**src/rtl/traffic_pkg.sv**
```systemverilog
// Shared definitions for the traffic light monitor.
// Holds the one-hot lamp encodings, the per-road lamp class, the phase codes,
// the monitor FSM state type and the default phase lengths. The default
// lengths are shared with the light controller.
package traffic_pkg;

  // One-hot lamp encodings as seen on light_a / light_b
  localparam logic [2:0] RED    = 3'b100;
  localparam logic [2:0] YELLOW = 3'b010;
  localparam logic [2:0] GREEN  = 3'b001;

  // Per-road classification produced by light_decode
  typedef enum logic [1:0] {
    LAMP_R = 2'd0,
    LAMP_Y = 2'd1,
    LAMP_G = 2'd2,
    LAMP_X = 2'd3
  } lamp_e;

  typedef logic [2:0] phase_t;

  localparam phase_t P0            = 3'd0;  // (G,R)
  localparam phase_t P1            = 3'd1;  // (Y,R)
  localparam phase_t P2            = 3'd2;  // (R,R) after P1
  localparam phase_t P3            = 3'd3;  // (R,G)
  localparam phase_t P4            = 3'd4;  // (R,Y)
  localparam phase_t P5            = 3'd5;  // (R,R) after P4
  localparam phase_t PHASE_UNKNOWN = 3'd7;

  typedef enum logic {
    UNSYNC = 1'b0,
    TRACK  = 1'b1
  } state_e;

  localparam int unsigned DEF_GREEN_LEN  = 6;
  localparam int unsigned DEF_YELLOW_LEN = 2;
  localparam int unsigned DEF_ALLRED_LEN = 2;

  // Legal successor in the P0..P5 ring
  function automatic phase_t next_phase(input phase_t p);
    phase_t nxt;
    case (p)
      P0:      nxt = P1;
      P1:      nxt = P2;
      P2:      nxt = P3;
      P3:      nxt = P4;
      P4:      nxt = P5;
      P5:      nxt = P0;
      default: nxt = PHASE_UNKNOWN;
    endcase
    return nxt;
  endfunction

  // Required dwell of a phase given the three configured lengths
  function automatic logic [3:0] req_len(input phase_t p,
                                         input logic [3:0] g_len,
                                         input logic [3:0] y_len,
                                         input logic [3:0] r_len);
    logic [3:0] len;
    case (p)
      P0, P3:  len = g_len;
      P1, P4:  len = y_len;
      P2, P5:  len = r_len;
      default: len = 4'd0;
    endcase
    return len;
  endfunction

endpackage

```
**src/rtl/light_decode.sv**
```systemverilog
// Combinational decode of one road's lamp vector.
// Ports:
//   lamp_i  [2:0]  raw lamp vector (one-hot R/Y/G expected)
//   valid_o        1 when lamp_i is exactly one of RED/YELLOW/GREEN
//   class_o        R/Y/G class, LAMP_X for any non-one-hot value
module light_decode
  import traffic_pkg::*;
(
  input  logic [2:0] lamp_i,
  output logic       valid_o,
  output lamp_e      class_o
);

  // One-hot check and colour classification
  always_comb begin
    valid_o = 1'b1;
    class_o = LAMP_X;
    case (lamp_i)
      RED:     class_o = LAMP_R;
      YELLOW:  class_o = LAMP_Y;
      GREEN:   class_o = LAMP_G;
      default: begin
        valid_o = 1'b0;
        class_o = LAMP_X;
      end
    endcase
  end

endmodule

```
**src/rtl/traffic_monitor.sv**
```systemverilog
// Passive monitor of a two-road traffic light controller.
// Locks onto the phase ring P0..P5, checks lamp encoding, conflicting
// greens/yellows, phase order and phase dwell, and counts clean cycles.
// Ports:
//   clk, rst         clock, synchronous active-high reset
//   light_a/light_b  lamp vectors of road A / road B
//   phase            decoded phase 0..5, 7 when unknown
//   synced           monitor locked onto the sequence
//   err_encoding, err_conflict, err_sequence, err_timing  one-cycle pulses
//   err_sticky       OR of all pulses, held until reset
//   cycle_cnt        count of complete error-free cycles (wraps)
// All outputs are registered: a sample taken at edge k is visible after edge k.
module traffic_monitor
  import traffic_pkg::*;
#(
  parameter int unsigned GREEN_LEN  = DEF_GREEN_LEN,
  parameter int unsigned YELLOW_LEN = DEF_YELLOW_LEN,
  parameter int unsigned ALLRED_LEN = DEF_ALLRED_LEN
) (
  input  logic       clk,
  input  logic       rst,
  input  logic [2:0] light_a,
  input  logic [2:0] light_b,
  output logic [2:0] phase,
  output logic       synced,
  output logic       err_encoding,
  output logic       err_conflict,
  output logic       err_sequence,
  output logic       err_timing,
  output logic       err_sticky,
  output logic [7:0] cycle_cnt
);

  localparam logic [3:0] G_LEN = 4'(GREEN_LEN);
  localparam logic [3:0] Y_LEN = 4'(YELLOW_LEN);
  localparam logic [3:0] R_LEN = 4'(ALLRED_LEN);

  logic       valid_a_s, valid_b_s;
  lamp_e      class_a_s, class_b_s;
  logic [3:0] pair_s;
  logic       enc_err_s, conf_err_s;
  logic       samp_rr_s;
  phase_t     samp_phase_s;
  phase_t     succ_s;
  logic       unchanged_s, legal_s, short_s;
  logic [3:0] cur_len_s, dwell_inc_s;

  state_e     state_q, state_d;
  phase_t     phase_q, phase_d;
  logic [3:0] dwell_q, dwell_d;
  logic       clean_q, clean_d;
  logic [7:0] cnt_q, cnt_d;
  logic       err_enc_q, err_enc_d;
  logic       err_conf_q, err_conf_d;
  logic       err_seq_q, err_seq_d;
  logic       err_tim_q, err_tim_d;
  logic       sticky_q, sticky_d;
  logic       synced_q, synced_d;

  light_decode u_dec_a (
    .lamp_i  (light_a),
    .valid_o (valid_a_s),
    .class_o (class_a_s)
  );

  light_decode u_dec_b (
    .lamp_i  (light_b),
    .valid_o (valid_b_s),
    .class_o (class_b_s)
  );

  assign pair_s     = {class_a_s, class_b_s};
  assign enc_err_s  = ~valid_a_s | ~valid_b_s;
  assign conf_err_s = ~enc_err_s & (class_a_s != LAMP_R) & (class_b_s != LAMP_R);

  // Map the road pair onto a phase; (R,R) is resolved later from history
  always_comb begin
    samp_rr_s    = 1'b0;
    samp_phase_s = PHASE_UNKNOWN;
    case (pair_s)
      {LAMP_G, LAMP_R}: samp_phase_s = P0;
      {LAMP_Y, LAMP_R}: samp_phase_s = P1;
      {LAMP_R, LAMP_G}: samp_phase_s = P3;
      {LAMP_R, LAMP_Y}: samp_phase_s = P4;
      {LAMP_R, LAMP_R}: samp_rr_s    = 1'b1;
      default:          samp_phase_s = PHASE_UNKNOWN;
    endcase
  end

  assign succ_s      = next_phase(phase_q);
  assign cur_len_s   = req_len(phase_q, G_LEN, Y_LEN, R_LEN);
  // An (R,R) sample continues P2/P5 and is the legal successor of P1/P4
  assign unchanged_s = samp_rr_s ? ((phase_q == P2) || (phase_q == P5))
                                 : (samp_phase_s == phase_q);
  assign legal_s     = samp_rr_s ? ((succ_s == P2) || (succ_s == P5))
                                 : (samp_phase_s == succ_s);
  assign short_s     = (dwell_q < cur_len_s);
  assign dwell_inc_s = (dwell_q == 4'd15) ? 4'd15 : (dwell_q + 4'd1);

  // Next-state, dwell, error and cycle-count logic
  always_comb begin
    state_d    = state_q;
    phase_d    = phase_q;
    dwell_d    = dwell_q;
    clean_d    = clean_q;
    cnt_d      = cnt_q;
    err_enc_d  = 1'b0;
    err_conf_d = 1'b0;
    err_seq_d  = 1'b0;
    err_tim_d  = 1'b0;

    if (enc_err_s || conf_err_s) begin
      // Lamp-level faults override every sequence/timing check
      err_enc_d  = enc_err_s;
      err_conf_d = conf_err_s;
      state_d    = UNSYNC;
      phase_d    = PHASE_UNKNOWN;
      dwell_d    = 4'd0;
      clean_d    = 1'b0;
    end else if (state_q == UNSYNC) begin
      if (samp_rr_s) begin
        phase_d = PHASE_UNKNOWN;
        dwell_d = 4'd0;
      end else begin
        state_d = TRACK;
        phase_d = samp_phase_s;
        dwell_d = 4'd1;
        // A cycle only counts if it was observed from the start of P0
        clean_d = (samp_phase_s == P0);
      end
    end else if (unchanged_s) begin
      dwell_d = dwell_inc_s;
      // Fires exactly once: dwell passes the required length only once
      if (dwell_q == cur_len_s) begin
        err_tim_d = 1'b1;
        clean_d   = 1'b0;
      end else begin
        err_tim_d = 1'b0;
      end
    end else begin
      err_tim_d = short_s;
      if (legal_s) begin
        phase_d = succ_s;
        dwell_d = 4'd1;
        if (succ_s == P0) begin
          if (clean_q && !short_s) begin
            cnt_d = cnt_q + 8'd1;
          end else begin
            cnt_d = cnt_q;
          end
          clean_d = 1'b1;
        end else begin
          clean_d = clean_q & ~short_s;
        end
      end else begin
        err_seq_d = 1'b1;
        if (samp_rr_s) begin
          state_d = UNSYNC;
          phase_d = PHASE_UNKNOWN;
          dwell_d = 4'd0;
          clean_d = 1'b0;
        end else begin
          phase_d = samp_phase_s;
          dwell_d = 4'd1;
          clean_d = (samp_phase_s == P0);
        end
      end
    end

    synced_d = (state_d == TRACK);
    sticky_d = sticky_q | err_enc_d | err_conf_d | err_seq_d | err_tim_d;
  end

  // State and output registers with synchronous reset
  always_ff @(posedge clk) begin
    if (rst) begin
      state_q    <= UNSYNC;
      phase_q    <= PHASE_UNKNOWN;
      dwell_q    <= 4'd0;
      clean_q    <= 1'b0;
      cnt_q      <= 8'd0;
      err_enc_q  <= 1'b0;
      err_conf_q <= 1'b0;
      err_seq_q  <= 1'b0;
      err_tim_q  <= 1'b0;
      sticky_q   <= 1'b0;
      synced_q   <= 1'b0;
    end else begin
      state_q    <= state_d;
      phase_q    <= phase_d;
      dwell_q    <= dwell_d;
      clean_q    <= clean_d;
      cnt_q      <= cnt_d;
      err_enc_q  <= err_enc_d;
      err_conf_q <= err_conf_d;
      err_seq_q  <= err_seq_d;
      err_tim_q  <= err_tim_d;
      sticky_q   <= sticky_d;
      synced_q   <= synced_d;
    end
  end

  assign phase        = phase_q;
  assign synced       = synced_q;
  assign err_encoding = err_enc_q;
  assign err_conflict = err_conf_q;
  assign err_sequence = err_seq_q;
  assign err_timing   = err_tim_q;
  assign err_sticky   = sticky_q;
  assign cycle_cnt    = cnt_q;

endmodule

```
**config.mk**
```make
export PLATFORM = sky130hd
export DESIGN_NAME = traffic_monitor
export DESIGN_NICKNAME = d
export VERILOG_FILES = /design/src/rtl/traffic_pkg.sv /design/src/rtl/light_decode.sv /design/src/rtl/traffic_monitor.sv
export SDC_FILE = /design/constraint.sdc
export NUM_CORES = 1
export LEC_CHECK = 0
export BUFFER_PORTS_ARGS = -buffer_cell sky130_fd_sc_hd__buf_2
export CAP_MARGIN = 25
export CORE_MARGIN = 2
export CORE_UTILIZATION = 40
export DETAILED_ROUTE_END_ITERATION = 8
export GPL_ROUTABILITY_DRIVEN = 0
export PLACE_DENSITY_LB_ADDON = 0.05
export SLEW_MARGIN = 20
export SYNTH_ARGS = -nofsm -noshare
export SYNTH_HDL_FRONTEND = slang
export SYNTH_SLANG_ARGS = --single-unit
```
**constraint.sdc**
```tcl
create_clock -name clk -period 3.2 [get_ports clk]
set_clock_uncertainty 0.2 [all_clocks]
set_input_delay 0 -clock clk [delete_from_list [all_inputs] [get_ports clk]]
set_output_delay 0 -clock clk [all_outputs]
set_load 0.03 [all_outputs]
```
### After elaboration in Yosys (flattened, before gate mapping)

Index checks and enable logic that the tools add are counted.

* register bits after elaboration: 22
* input port bits: 8
* output and inout bits: 17
* logic and storage cells: 109

* $add $sub $neg: 2
* order comparisons: 1
* equality and inequality tests: 24
* multiplexer cells: 40
* bitwise operators: 14
* reductions and logical operators: 18

Operators by type and width (number)
* 2-to-1 mux 1 bit: 27
* one-hot mux 3 bit (6 select lines): 1
* 2-to-1 mux 4 bit: 4
* equality test 3 x 2 -> 1 bit (second input constant): 5
* equality test 3 bit (second input constant): 5
* 2-to-1 mux 3 bit: 4
* one-hot mux 2 bit (3 select lines): 2
* one-hot mux 3 bit (4 select lines): 1
* equality test 3 x 1 -> 1 bit (second input constant): 3
* logical NOT 3 bit: 3
* adder 8 x 1 -> 8 bit (second input constant): 1
* equality test 4 bit (second input constant): 2
* equality test 3 bit: 2
* inverter 1 bit: 6
* one-hot mux 3 bit (2 select lines): 1
* AND reduction 6 bit: 1
* OR reduction 3 bit: 2
* OR 1 bit: 5
* adder 4 x 1 -> 4 bit (second input constant): 1
* equality test 4 x 1 -> 1 bit (second input constant): 1
* equality test 4 x 2 -> 1 bit (second input constant): 1
* equality test 4 x 3 -> 1 bit (second input constant): 1
* equality test 4 bit: 1
* logical NOT 4 bit: 1
* other kinds (12): 18

### Depth between registers and ports, before layout

* depth after elaboration: 14
* gate-level depth with buffers: 11
* gate-level depth less buffers: 10

### By module

A second synthesis with hierarchy kept.

* cells, all modules: 210
* area, all modules: 1694.1 sq um

By module, submodules not included
* traffic_monitor: instances 1, cells each 196, area an instance 1591.5 sq um
* light_decode: instances 2, cells each 7, area an instance 51.3 sq um

### Worst setup path after synthesis

No wires, ideal clock.

* path type: reg-to-reg
* start point: reg phase_q[1], in the netlist phase[1]
* end point: reg cnt_q[7], in the netlist cycle_cnt[7]
* setup time: 121 ps
* arrival time: 2798 ps
* required time: 2879 ps
* setup slack: 81 ps
* cell stages (with the launch flop): 12
* buffers on the path: 1
* clock period less this slack: 3119 ps
* cell sequence: dfxtp_1 clkbuf_1 xnor2_1 nand2b_1 ha_1 nor2b_1 o31ai_1 nand3b_1 a31o_4 a311oi_4 nand3_2 mux2_4

* longest elaborated chain between the ends: 7

RTL lines
* start, declared: line traffic_monitor.sv:49 `phase_t phase_q, phase_d;`
* start signal, assigned: line traffic_monitor.sv:190 `phase_q <= phase_d;`
* equality test 3 x 2 -> 1 bit, or another cell as far along: line traffic_pkg.sv:42, traffic_pkg.sv:60, traffic_monitor.sv:93
* OR reduction 4 bit (no source line) / OR reduction 2 bit (equally long branches)
* one-hot mux 3 bit (2 select lines): line traffic_pkg.sv:60 `case (p)`
* less-than comparator 4 bit: line traffic_monitor.sv:97 `assign short_s = (dwell_q < cur_len_s);`
* logical NOT 1 bit: line traffic_monitor.sv:146 `if (clean_q && !short_s) begin`
* logical AND 1 bit: line traffic_monitor.sv:146
* AND reduction 6 bit (no source line) *
* end signal, assigned: line traffic_monitor.sv:193 `cnt_q <= cnt_d;`
* end, declared: line traffic_monitor.sv:52 `logic [7:0] cnt_q, cnt_d;`

Mark *: on every way between the ends. The rest lies on a longest branch, timed or not.
A chain may end at the register's enable or synchronous reset.

### Worst setup path in the final report

* start point: in light_a[0]
* end point: reg phase_q[2], in the netlist phase[2]

* longest elaborated chain between the ends: 10

RTL lines
* start, declared: line traffic_monitor.sv:22 `input logic [2:0] light_a,`
* parallel branches: the longest is 10 deep, another holds equality test 4 x 1 -> 1 bit

Parallel ways; which one is timed is not known. The select of a mux whose other input is x is not followed.

==> summary.md <==
| Metric | Value |
|---|---|
| Htree depth | `1` |
| Critical Path Stages | `9` |
| Largest net degree at the start of global routing | `18` |
| CP Buf/Inv Count | `2` |
| Final instance area | `0.002115 mm²` |
| Post-synthesis sequential area ratio | `0.2330` |
| Clock slew at reported path FFs | `90 ps` |
| Initial antenna violation count | `0` |
| Worst Reg-to-Reg Cells | `10` |
| Final worst-path cycle share | `0.8517` |
| WP data arrival | `2680 ps` |
| Routed length per instance | `14.99 µm` |
| Final nets | `261` |
| Slew Viols, Final | `0` |
| Clock sinks | `22` |
| Async SR Flop Fraction | `0` |
| Commonest cells after routing, fill and taps aside | `nor2_1 (27), buf_2 (24), dfxtp_1 (22)` |
| Clock latency on the worst-skew pair | `260 ps` |
| Cell Chain, Critical Path | `dlygate4sd3_1 -> buf_2 -> or3b_4 -> or3b_1 -> o21ai_1 -> o21ai_0 -> nor2_2 -> nand2_1 -> o32a_1` |
| DRC violations left | `0` |
| Setup WS pre-CTS | `490.4 ps` |
| Busiest grt layer | `met2` |
| Routed WL | `4527 µm` |
| Pwr/cell area | `278.9 mW/mm²` |
| Worst Tran Pin Value | `564.1 ps` |
| Vias | `1702` |
| Hold WS | `22.07 ps` |
| Hold Path Depth | `4` |
| Startpoint class of the critical path | `input pin` |
| Leakage | `0.7704 nW` |
| Post-cts sizing count | `0` |
| Row count | `25` |
| Port buffer count | `24` |
| Die Span Y | `72.75 µm` |
| RSZ-0062 raised after global routing | `false` |
| Yosys warns | `0` |
| Post-synth net total | `238` |
| Fraction of layout cells with a size suffix above 1 | `0.2661` |
| Leading cell type in the layout, fill and taps excluded | `nor2_1` |
| Status | `completed` |
| Largest delay share family, worst path | `simple AND/OR/NAND/NOR gates` |
| DIE AREA | `0.005293 mm²` |
| Grt ovf | `0` |
| Diode count | `0` |
| Layout area overhead | `11.85%` |
| Vias in the first global route | `1618` |
| Vias/cell | `5.636` |
| Root buffer selected by CTS | `clkbuf_8` |
| Top-area cell type share of the netlist area | `0.2330` |
| CP max stage delay | `510 ps` |
| CP endpoint kind | `flip-flop` |
| Max-cap violations | `0` |
| CTS tree | `yes` |
| Post-route ant nets | `0` |
| Syn Inst Count | `226` |
| Final WS setup | `474.5 ps` |
| First-pass GRT wire length | `7693 µm` |
| Cell taking the most area after synthesis | `dfxtp_1` |
| Die extent in x | `72.75 µm` |
| Post-synth EDFFs | `0` |
| Met1 Usage GRT | `0.2647` |
| Grt met2 use | `0.2798` |
| Number of distinct library cells after synthesis | `74` |
| Final Hold Viols | `0` |
| WP data required | `3160 ps` |
| Setup TNS | `0 ps` |
| Starting Density | `0.4084` |
| Hold Crit Class | `input pin to flip-flop` |
| Total Routing Usage GR | `0.1794` |
| CTS max path bufs | `2` |
| Flop2flop setup slack | `500 ps` |
| Worst setup path class | `input pin to flip-flop` |
| Main synth FF type | `dfxtp_1` |
| Synth Register Bits | `22` |
| Top post-synthesis cells by area | `dfxtp_1 (23%), nor2_1 (5.4%), nand2_1 (3.8%), xnor2_1 (3.2%), ha_1 (2.6%)` |
| Mapped cell area | `0.001891 mm²` |
| Crit path max fanout | `12` |
| Setup violators final | `0` |
| Post-layout minimum cycle time | `2725 ps` |
| Total iterations of the first detailed-routing run | `4` |
| Util after Layout | `0.4568` |
| Rel. slew slack | `0.6199` |
| Grt met3 use | `0.02486` |
| Hpwl dp | `3406 µm` |
| Syn Area/Cell | `8.365 µm²` |
| Area after DPL | `0.002039 mm²` |
| Max VDD drop | `0.1275 mV` |
| Core Region | `0.004629 mm²` |
| Num CTS Buffers | `3` |
| Crit-path slowest cell | `dlygate4sd3_1` |
| Initial DRC count | `67` |
| Top-Level Pins | `25` |
| Fmax | `0.3669 GHz` |
what timing repair did:
item | 4_1_cts | 5_1_grt
hold buffers | 2 | 0
hold endpoints to repair | 8 | 0
setup buffers | 0 | 0
worst register-to-register path, cell delays in order, from the launching register on:
cell      delay, ps
dfxtp_1         320
xnor2_1         200
nand2b_1         90
ha_1            300
nor2b_1         170
o31ai_1         120
nand3b_1        200
a31o_4          250
a311oi_4        320
nand3_2         120
mux2_4          300
logic make-up (layout without fill, tap and decap cells):
| logic type | count (synthesis) | after routing | share of synthesized area |
|---|---|---|---|
| DFF | 22 | 22 | 0.2330 |
| buffers and inverters | 22 | 44 | 0.05824 |
| and+or+nand+nor | 101 | 101 | 0.3183 |
| adders and majority gates | 4 | 4 | 0.02647 |
| xor gates and xnor gates | 8 | 8 | 0.03706 |
| AOI/OAI and AO/OA | 62 | 62 | 0.2852 |
| muxes | 7 | 7 | 0.04169 |
cell type report:
type | count | area, µm²
fill | 467 | 2515
inverter | 9 | 33.78
multi-input combinational | 182 | 1340
sequential | 22 | 440.4
tap | 54 | 67.56
timing repair buffer | 31 | 177.7
clock buffer | 4 | 55.05
per-layer routing:
| metal | up-vias | wire, µm |
|---|---|---|
| li1 | 886 | - |
| met1 | 787 | 2357 |
| met2 | 27 | 2031 |
| met3 | 2 | 123 |
| met4 | 0 | 15 |
| met5 | - | 0 |
state kept, by name, summed over array words and instances (netlist names):
register      flops
clean_q           1
cycle_cnt         8
dwell_q           4
err_conflict      1
err_encoding      1
err_sequence      1
err_sticky        1
err_timing        1
phase             3
synced            1
final timing paths:
| path | startpoint | endpoint |
|---|---|---|
| max | light_a[0] | phase[2]$_SDFFE_PP1P_ |
| min | light_b[0] | err_conflict$_SDFF_PP0_ |
| max reg2reg | phase[0]$_SDFFE_PP1P_ | cycle_cnt[7]$_SDFFE_PP0P_ |
| min reg2reg | clean_q$_SDFFE_PP0P_ | clean_q$_SDFFE_PP0P_ |
where the power goes:
part / total [mW] / switching (mW) / internal, mW
registers: 0.282 / 0.00375 / 0.278
clock network: 0.200 / 0.0901 / 0.110
logic: 0.108 / 0.0680 / 0.0402
total: 0.590 / 0.162 / 0.428
synthesized netlist by cell type, types with 3 or more instances:
master / n
nor2_1: 27
dfxtp_1: 22
nand2_1: 19
o21ai_0: 10
inv_1: 9
a21oi_1: 8
nand3_1: 8
clkbuf_1: 7
xnor2_1: 7
a31oi_1: 5
ha_1: 4
nor2b_1: 4
and3_1: 3
buf_4: 3
mux2_1: 3
mux2i_1: 3
nor3_1: 3
o21ai_1: 3
or2_2: 3
or3b_1: 3
per-stage QoR:
stage,std cells,power (mW)
finish,302,0.5898
global route,302,0.6219
CTS,302,0.5988
detailed placement,296,0.3952
global placement,296,0.3957
floorplan,226,0.3723
(Power assumes the default switching activity.)
